**src/rtl/mac_stop_seq.sv**
```systemverilog
// Matrix-multiply sequencer: C = A x B over a combinational-read matrix memory,
// with start/done handshake and clean stop. Define MAC_SIGNED_EN for signed operands.
module mac_stop_seq #(
  parameter int M    = 4,
  parameter int K    = 4,
  parameter int N    = 4,
  parameter int DW   = 32,
  parameter int RW   = 2*DW + $clog2(K),
  parameter int AW_A = $clog2(M),
  parameter int AW_B = $clog2(K),
  parameter int AW_C = $clog2(N)
) (
  input  logic            clk,
  input  logic            resetn,
  input  logic            start,
  input  logic            stop,
  output logic            busy,
  output logic            done,
  output logic            aborted,
  output logic [AW_A-1:0] row_addr_a,
  output logic [AW_B-1:0] col_addr_a,
  output logic [AW_B-1:0] row_addr_b,
  output logic [AW_C-1:0] col_addr_b,
  output logic [AW_A-1:0] row_addr_c,
  output logic [AW_C-1:0] col_addr_c,
  output logic            matrix_a_re,
  output logic            matrix_b_re,
  output logic            matrix_c_we,
  output logic [RW-1:0]   data_in_c,
  input  logic [DW-1:0]   data_out_a,
  input  logic [DW-1:0]   data_out_b
);

  typedef enum logic [1:0] {S_IDLE, S_MAC, S_WRITE, S_DONE} state_t;

  localparam logic [AW_A-1:0] I_MAX = AW_A'(M-1);
  localparam logic [AW_B-1:0] K_MAX = AW_B'(K-1);
  localparam logic [AW_C-1:0] J_MAX = AW_C'(N-1);

  state_t          state;
  logic [AW_A-1:0] i;
  logic [AW_B-1:0] k;
  logic [AW_C-1:0] j;
  logic [RW-1:0]   acc;
  logic            c_we_q;

  logic [2*DW-1:0] prod;
  logic [RW-1:0]   prod_ext;
  logic [RW-1:0]   acc_sum;
  logic            k_last;
  logic            j_last;
  logic            i_last;
  logic [AW_A-1:0] i_next;
  logic [AW_C-1:0] j_next;

  always_comb begin
`ifdef MAC_SIGNED_EN
    prod     = $signed({{DW{data_out_a[DW-1]}}, data_out_a}) *
               $signed({{DW{data_out_b[DW-1]}}, data_out_b});
    prod_ext = {{(RW-2*DW){prod[2*DW-1]}}, prod};
`else
    prod     = {{DW{1'b0}}, data_out_a} * {{DW{1'b0}}, data_out_b};
    prod_ext = {{(RW-2*DW){1'b0}}, prod};
`endif
    acc_sum  = acc + prod_ext;
    k_last   = (k == K_MAX);
    j_last   = (j == J_MAX);
    i_last   = (i == I_MAX);
    j_next   = j_last ? '0 : j + AW_C'(1);
    i_next   = j_last ? (i_last ? '0 : i + AW_A'(1)) : i;
  end

  // The write strobe is registered but masked by stop in the same cycle, so an
  // aborted WRITE never reaches memory.
  assign matrix_c_we = c_we_q & ~stop;

  always_ff @(posedge clk or negedge resetn) begin
    if (!resetn) begin
      state       <= S_IDLE;
      i           <= '0;
      j           <= '0;
      k           <= '0;
      acc         <= '0;
      busy        <= 1'b0;
      done        <= 1'b0;
      aborted     <= 1'b0;
      row_addr_a  <= '0;
      col_addr_a  <= '0;
      row_addr_b  <= '0;
      col_addr_b  <= '0;
      row_addr_c  <= '0;
      col_addr_c  <= '0;
      matrix_a_re <= 1'b0;
      matrix_b_re <= 1'b0;
      c_we_q      <= 1'b0;
      data_in_c   <= '0;
    end else begin
      done    <= 1'b0;
      aborted <= 1'b0;
      if (stop && (state == S_MAC || state == S_WRITE)) begin
        state       <= S_IDLE;
        aborted     <= 1'b1;
        busy        <= 1'b0;
        i           <= '0;
        j           <= '0;
        k           <= '0;
        acc         <= '0;
        row_addr_a  <= '0;
        col_addr_a  <= '0;
        row_addr_b  <= '0;
        col_addr_b  <= '0;
        row_addr_c  <= '0;
        col_addr_c  <= '0;
        matrix_a_re <= 1'b0;
        matrix_b_re <= 1'b0;
        c_we_q      <= 1'b0;
        data_in_c   <= '0;
      end else begin
        case (state)
          S_IDLE: begin
            if (start && !stop) begin
              state       <= S_MAC;
              i           <= '0;
              j           <= '0;
              k           <= '0;
              acc         <= '0;
              busy        <= 1'b1;
              matrix_a_re <= 1'b1;
              matrix_b_re <= 1'b1;
              row_addr_a  <= '0;
              col_addr_a  <= '0;
              row_addr_b  <= '0;
              col_addr_b  <= '0;
            end
          end
          S_MAC: begin
            acc <= acc_sum;
            if (k_last) begin
              state       <= S_WRITE;
              k           <= '0;
              matrix_a_re <= 1'b0;
              matrix_b_re <= 1'b0;
              row_addr_a  <= '0;
              col_addr_a  <= '0;
              row_addr_b  <= '0;
              col_addr_b  <= '0;
              c_we_q      <= 1'b1;
              row_addr_c  <= i;
              col_addr_c  <= j;
              data_in_c   <= acc_sum;
            end else begin
              k          <= k + AW_B'(1);
              col_addr_a <= k + AW_B'(1);
              row_addr_b <= k + AW_B'(1);
            end
          end
          S_WRITE: begin
            acc        <= '0;
            c_we_q     <= 1'b0;
            row_addr_c <= '0;
            col_addr_c <= '0;
            data_in_c  <= '0;
            i          <= i_next;
            j          <= j_next;
            if (i_last && j_last) begin
              state <= S_DONE;
              busy  <= 1'b0;
              done  <= 1'b1;
            end else begin
              state       <= S_MAC;
              matrix_a_re <= 1'b1;
              matrix_b_re <= 1'b1;
              row_addr_a  <= i_next;
              col_addr_a  <= '0;
              row_addr_b  <= '0;
              col_addr_b  <= j_next;
            end
          end
          default: state <= S_IDLE;
        endcase
      end
    end
  end

endmodule
```
**config.mk**
```make
export PLATFORM = sky130hd
export DESIGN_NAME = mac_stop_seq
export DESIGN_NICKNAME = d
export VERILOG_FILES = /design/src/rtl/mac_stop_seq.sv
export SDC_FILE = /design/constraint.sdc
export NUM_CORES = 2
export LEC_CHECK = 0
export CORE_UTILIZATION = 55
export CTS_CLUSTER_DIAMETER = 40
export DETAILED_ROUTE_END_ITERATION = 8
export PLACE_DENSITY = 0.73
export SYNTH_ARGS = -nofsm -noshare
export SYNTH_HDL_FRONTEND = slang
export SYNTH_SLANG_ARGS = --single-unit
```
**constraint.sdc**
```tcl
create_clock -name clk -period 8.9 [get_ports clk]
set_input_delay 2.225 -clock clk [delete_from_list [all_inputs] [get_ports clk]]
set_output_delay 2.225 -clock clk [all_outputs]
set_load 0.03 [all_outputs]
```
==> results.yml <==
setup_path:
  required_ns: 9.22
  cp-end-kind: "register"
  rr_endpoint: "acc[60]"
  r2r_start: "acc[27]"
  cp_data_arrival_time_ns: 9.71
  worstRegToRegCells: 25
  crit_fanout: 9
  critPathKind: "in2reg"
  r2r_slack_ns: 1.45
  critPathLaunchType: "input pin"
timing:
  setup_ws_ns: -0.483
  clock_skew_ns: 0.0115
  report.final.slew_viol_count: 0
  period_needed_ns: 9.38
  worst_pin_slew_ns: 1.04
  hold_viol_final: 0
  whs_ns: 0.484
  fmax_ghz: 0.107
  setup_violations: 61
  relSlewSlack_pct: 30.6
  period_share_pct: 105
  rsz0062_at_grt: "yes"
cts:
  cts_sinks: 155
  tritoncts: "done"
  holdBufCountCts: 0
  cts_buffers: 17
  cts.root.buffer_cell: "clkbuf_16"
  clk_pin_slew_ns: 0.07
  cts.path.max_buffers: 2
  insertion_delay_ns: 0.46
  htreeDepth: 4
floorplan:
  fp.dieH_um: 274
  die_x_um: 274
  die_area_sq_um: 75300
  ios: 152
  start_util_pct: 55.7
  std_cell_rows: 99
  core_sq_um: 73200
drt:
  dr.pass1.iters: 8
  wl_per_cell_um: 23.2
  drt_iter0_drc: 3142
  vias: 33900
  viasPerCell: 5.73
  drc_errors: 14
  routed_wl_um: 137000
  drtAntennaViolNets: 0
logic_synthesis:
  synth_edf_count: 0
  synth_seq_cells: 155
  syn_inst: 4416
  synth.net_count: 5706
  synth_area_per_cell_sq_um: 9.24
  async_flop_share_pct: 100
  synth.cell_area_sq_um: 40800
  seq_area_frac_synth_pct: 9.51
  synth.distinct_cells: 66
  yosys_most_used_dff: "dfrtp_1"
  synth.yosys.warnings: 0
placed_design:
  dp_hpwl_um: 93000
  placed_area_sq_um: 46600
  dp_slack_ns: -1.18
  place_congestion: 0.981
  numPortBuffers: 151
layout:
  fill_cells: 4952
  nNetsFinal: 6227
  postLayoutCoreUtil_pct: 70.6
  area_growth_pct: 26.7
  final_area_sq_um: 51700
  drive_gt1_share_pct: 21.6
hold_path:
  hp-start: "acc[5]"
  min_path_cells: 2
  hp-class: "reg2reg"
  whs_endpoint: "acc[5]"
global_routing:
  overflow: 0
  track_usage_pct: 36.3
  grt_first_pass_wirelength_um: 206000
  antenna_found_initial: 2
  grt_max_degree: 79
  grt_pass1_vias: 36200
run_status:
  status: "complete, but fails checks"
  violations: "DRC, setup timing"
job:
  drv_cap: 0
registers in the layout (all words and copies together) (netlist names), 2 cells and up:
| signal | cells |
|---|---|
| acc | 66 |
| row_addr_b | 2 |
| data_in_c | 66 |
| i | 2 |
| j | 2 |
| row_addr_a | 2 |
| col_addr_c | 2 |
| k | 2 |
| state | 2 |
| row_addr_c | 2 |
| col_addr_b | 2 |
timing repair:
action,CTS,global route
pin swaps,170,172
hold endpoints to repair,0,0
resized for setup,550,308
setup endpoints to repair,84,80
cloned,47,4
setup buffers,108,38
worst max-delay path by stage:
stage              startpoint             to  slack [ns]  cells past startpoint
2_1_floorplan   data_out_b[2]        acc[60]       -0.01                     28
3_3_place_gp    data_out_b[8]        acc[57]       -1.09                     28
3_5_place_dp    data_out_b[8]  data_in_c[65]       -1.18                     27
4_1_cts        data_out_a[22]        acc[60]       -0.18                     30
5_1_grt        data_out_a[17]        acc[58]       -0.63                     27
6_report       data_out_b[15]  data_in_c[65]       -0.48                     28
area by class of cell:
type	instances	area, sq um	share of cell area [%]
clock buffers	17	425	0.823
clock inverters	15	168	0.324
inverters	1095	4110	7.95
diodes	3	7.51	0.0145
repair buffers	755	8330	16.1
multi-input cells	2913	33500	64.9
well taps	959	1200	2.32
flip-flops and latches	155	3880	7.51
kinds of logic after synthesis:
kind of cell	after synthesis	share of synthesized area (%)
buffers and inverters	1348	12.5
and+or+nand+nor	1250	14.8
adders and majority gates	1222	55.2
AOI/OAI and AO/OA	373	6.59
DFF	155	9.51
xor gates and xnor gates	63	1.35
muxes	5	0.132
worst max-delay path, cell delays in order:
cell and delay, ns:
clkbuf_2 0.22, buf_12 0.17, buf_4 0.12, nand2_1 0.22
fa_1 0.62, inv_1 0.07, fa_1 0.54, inv_1 0.07
fa_1 0.40, fa_1 0.57, inv_1 0.07, fa_1 0.55
fa_1 0.47, fa_1 0.56, inv_2 0.05, fa_1 0.51
inv_2 0.05, ha_4 0.31, nand4_1 0.14, or4_4 0.45
nor3_4 0.19, o41ai_4 0.14, a21oi_2 0.26, buf_4 0.16
a211oi_2 0.06, a211oi_2 0.24, xnor2_1 0.18, o21ai_1 0.08
cells in the mapped netlist (all sizes together), types with 6 or more instances:
library cell  instances  share of area, %
inv                1094                10
fa                  962                47
nand2               657               6.0
and2                471               7.2
ha                  260               8.0
clkbuf              238               2.2
dfrtp               155               9.5
a22o                111               2.4
a21oi                86               1.1
o21ai                67              0.85
nor2                 52              0.48
xnor2                40              0.86
a21o                 25              0.46
xor2                 23              0.49
nand4                18              0.28
nor3                 16              0.21
buf                  15              0.19
o31ai                15              0.28
nand3                14              0.17
o21bai               13              0.24
a211oi                8              0.18
a31oi                 6             0.092
metal layers:
metal / global-route usage, % / wire [um] / vias up
met1: 47.5 / 49600 / 17100
met2: 57.2 / 62000 / 2143
li1: - / - / 14000
met5: 0 / 13 / -
met4: 18.7 / 10300 / 2
met3: 7.74 / 15100 / 702
layout by cell type (no fill, tap or decap), types with 26 or more instances in the layout:
master / instances
a21oi_1: 52
a22o_1: 111
and2_1: 415
and2_4: 56
buf_12: 82
buf_4: 419
buf_6: 83
clkdlybuf4s50_1: 86
dfrtp_1: 155
fa_1: 902
fa_2: 60
ha_1: 234
ha_4: 26
inv_1: 1022
inv_2: 72
nand2_1: 631
nor2_1: 40
o21ai_0: 35
stage by stage:
| step | TNS [ns] | instances |
|---|---|---|
| after floorplan | -0.0131 | 4416 |
| after global placement | -72.61 | 5699 |
| after global routing | -25.61 | 5909 |
| final | -16.01 | 5912 |
| after CTS | -3.35 | 5880 |
| after detailed placement | -75.13 | 5699 |
Power is not shown: default switching activity piles up to over one toggle a cycle in this logic, so the estimate is an artifact.
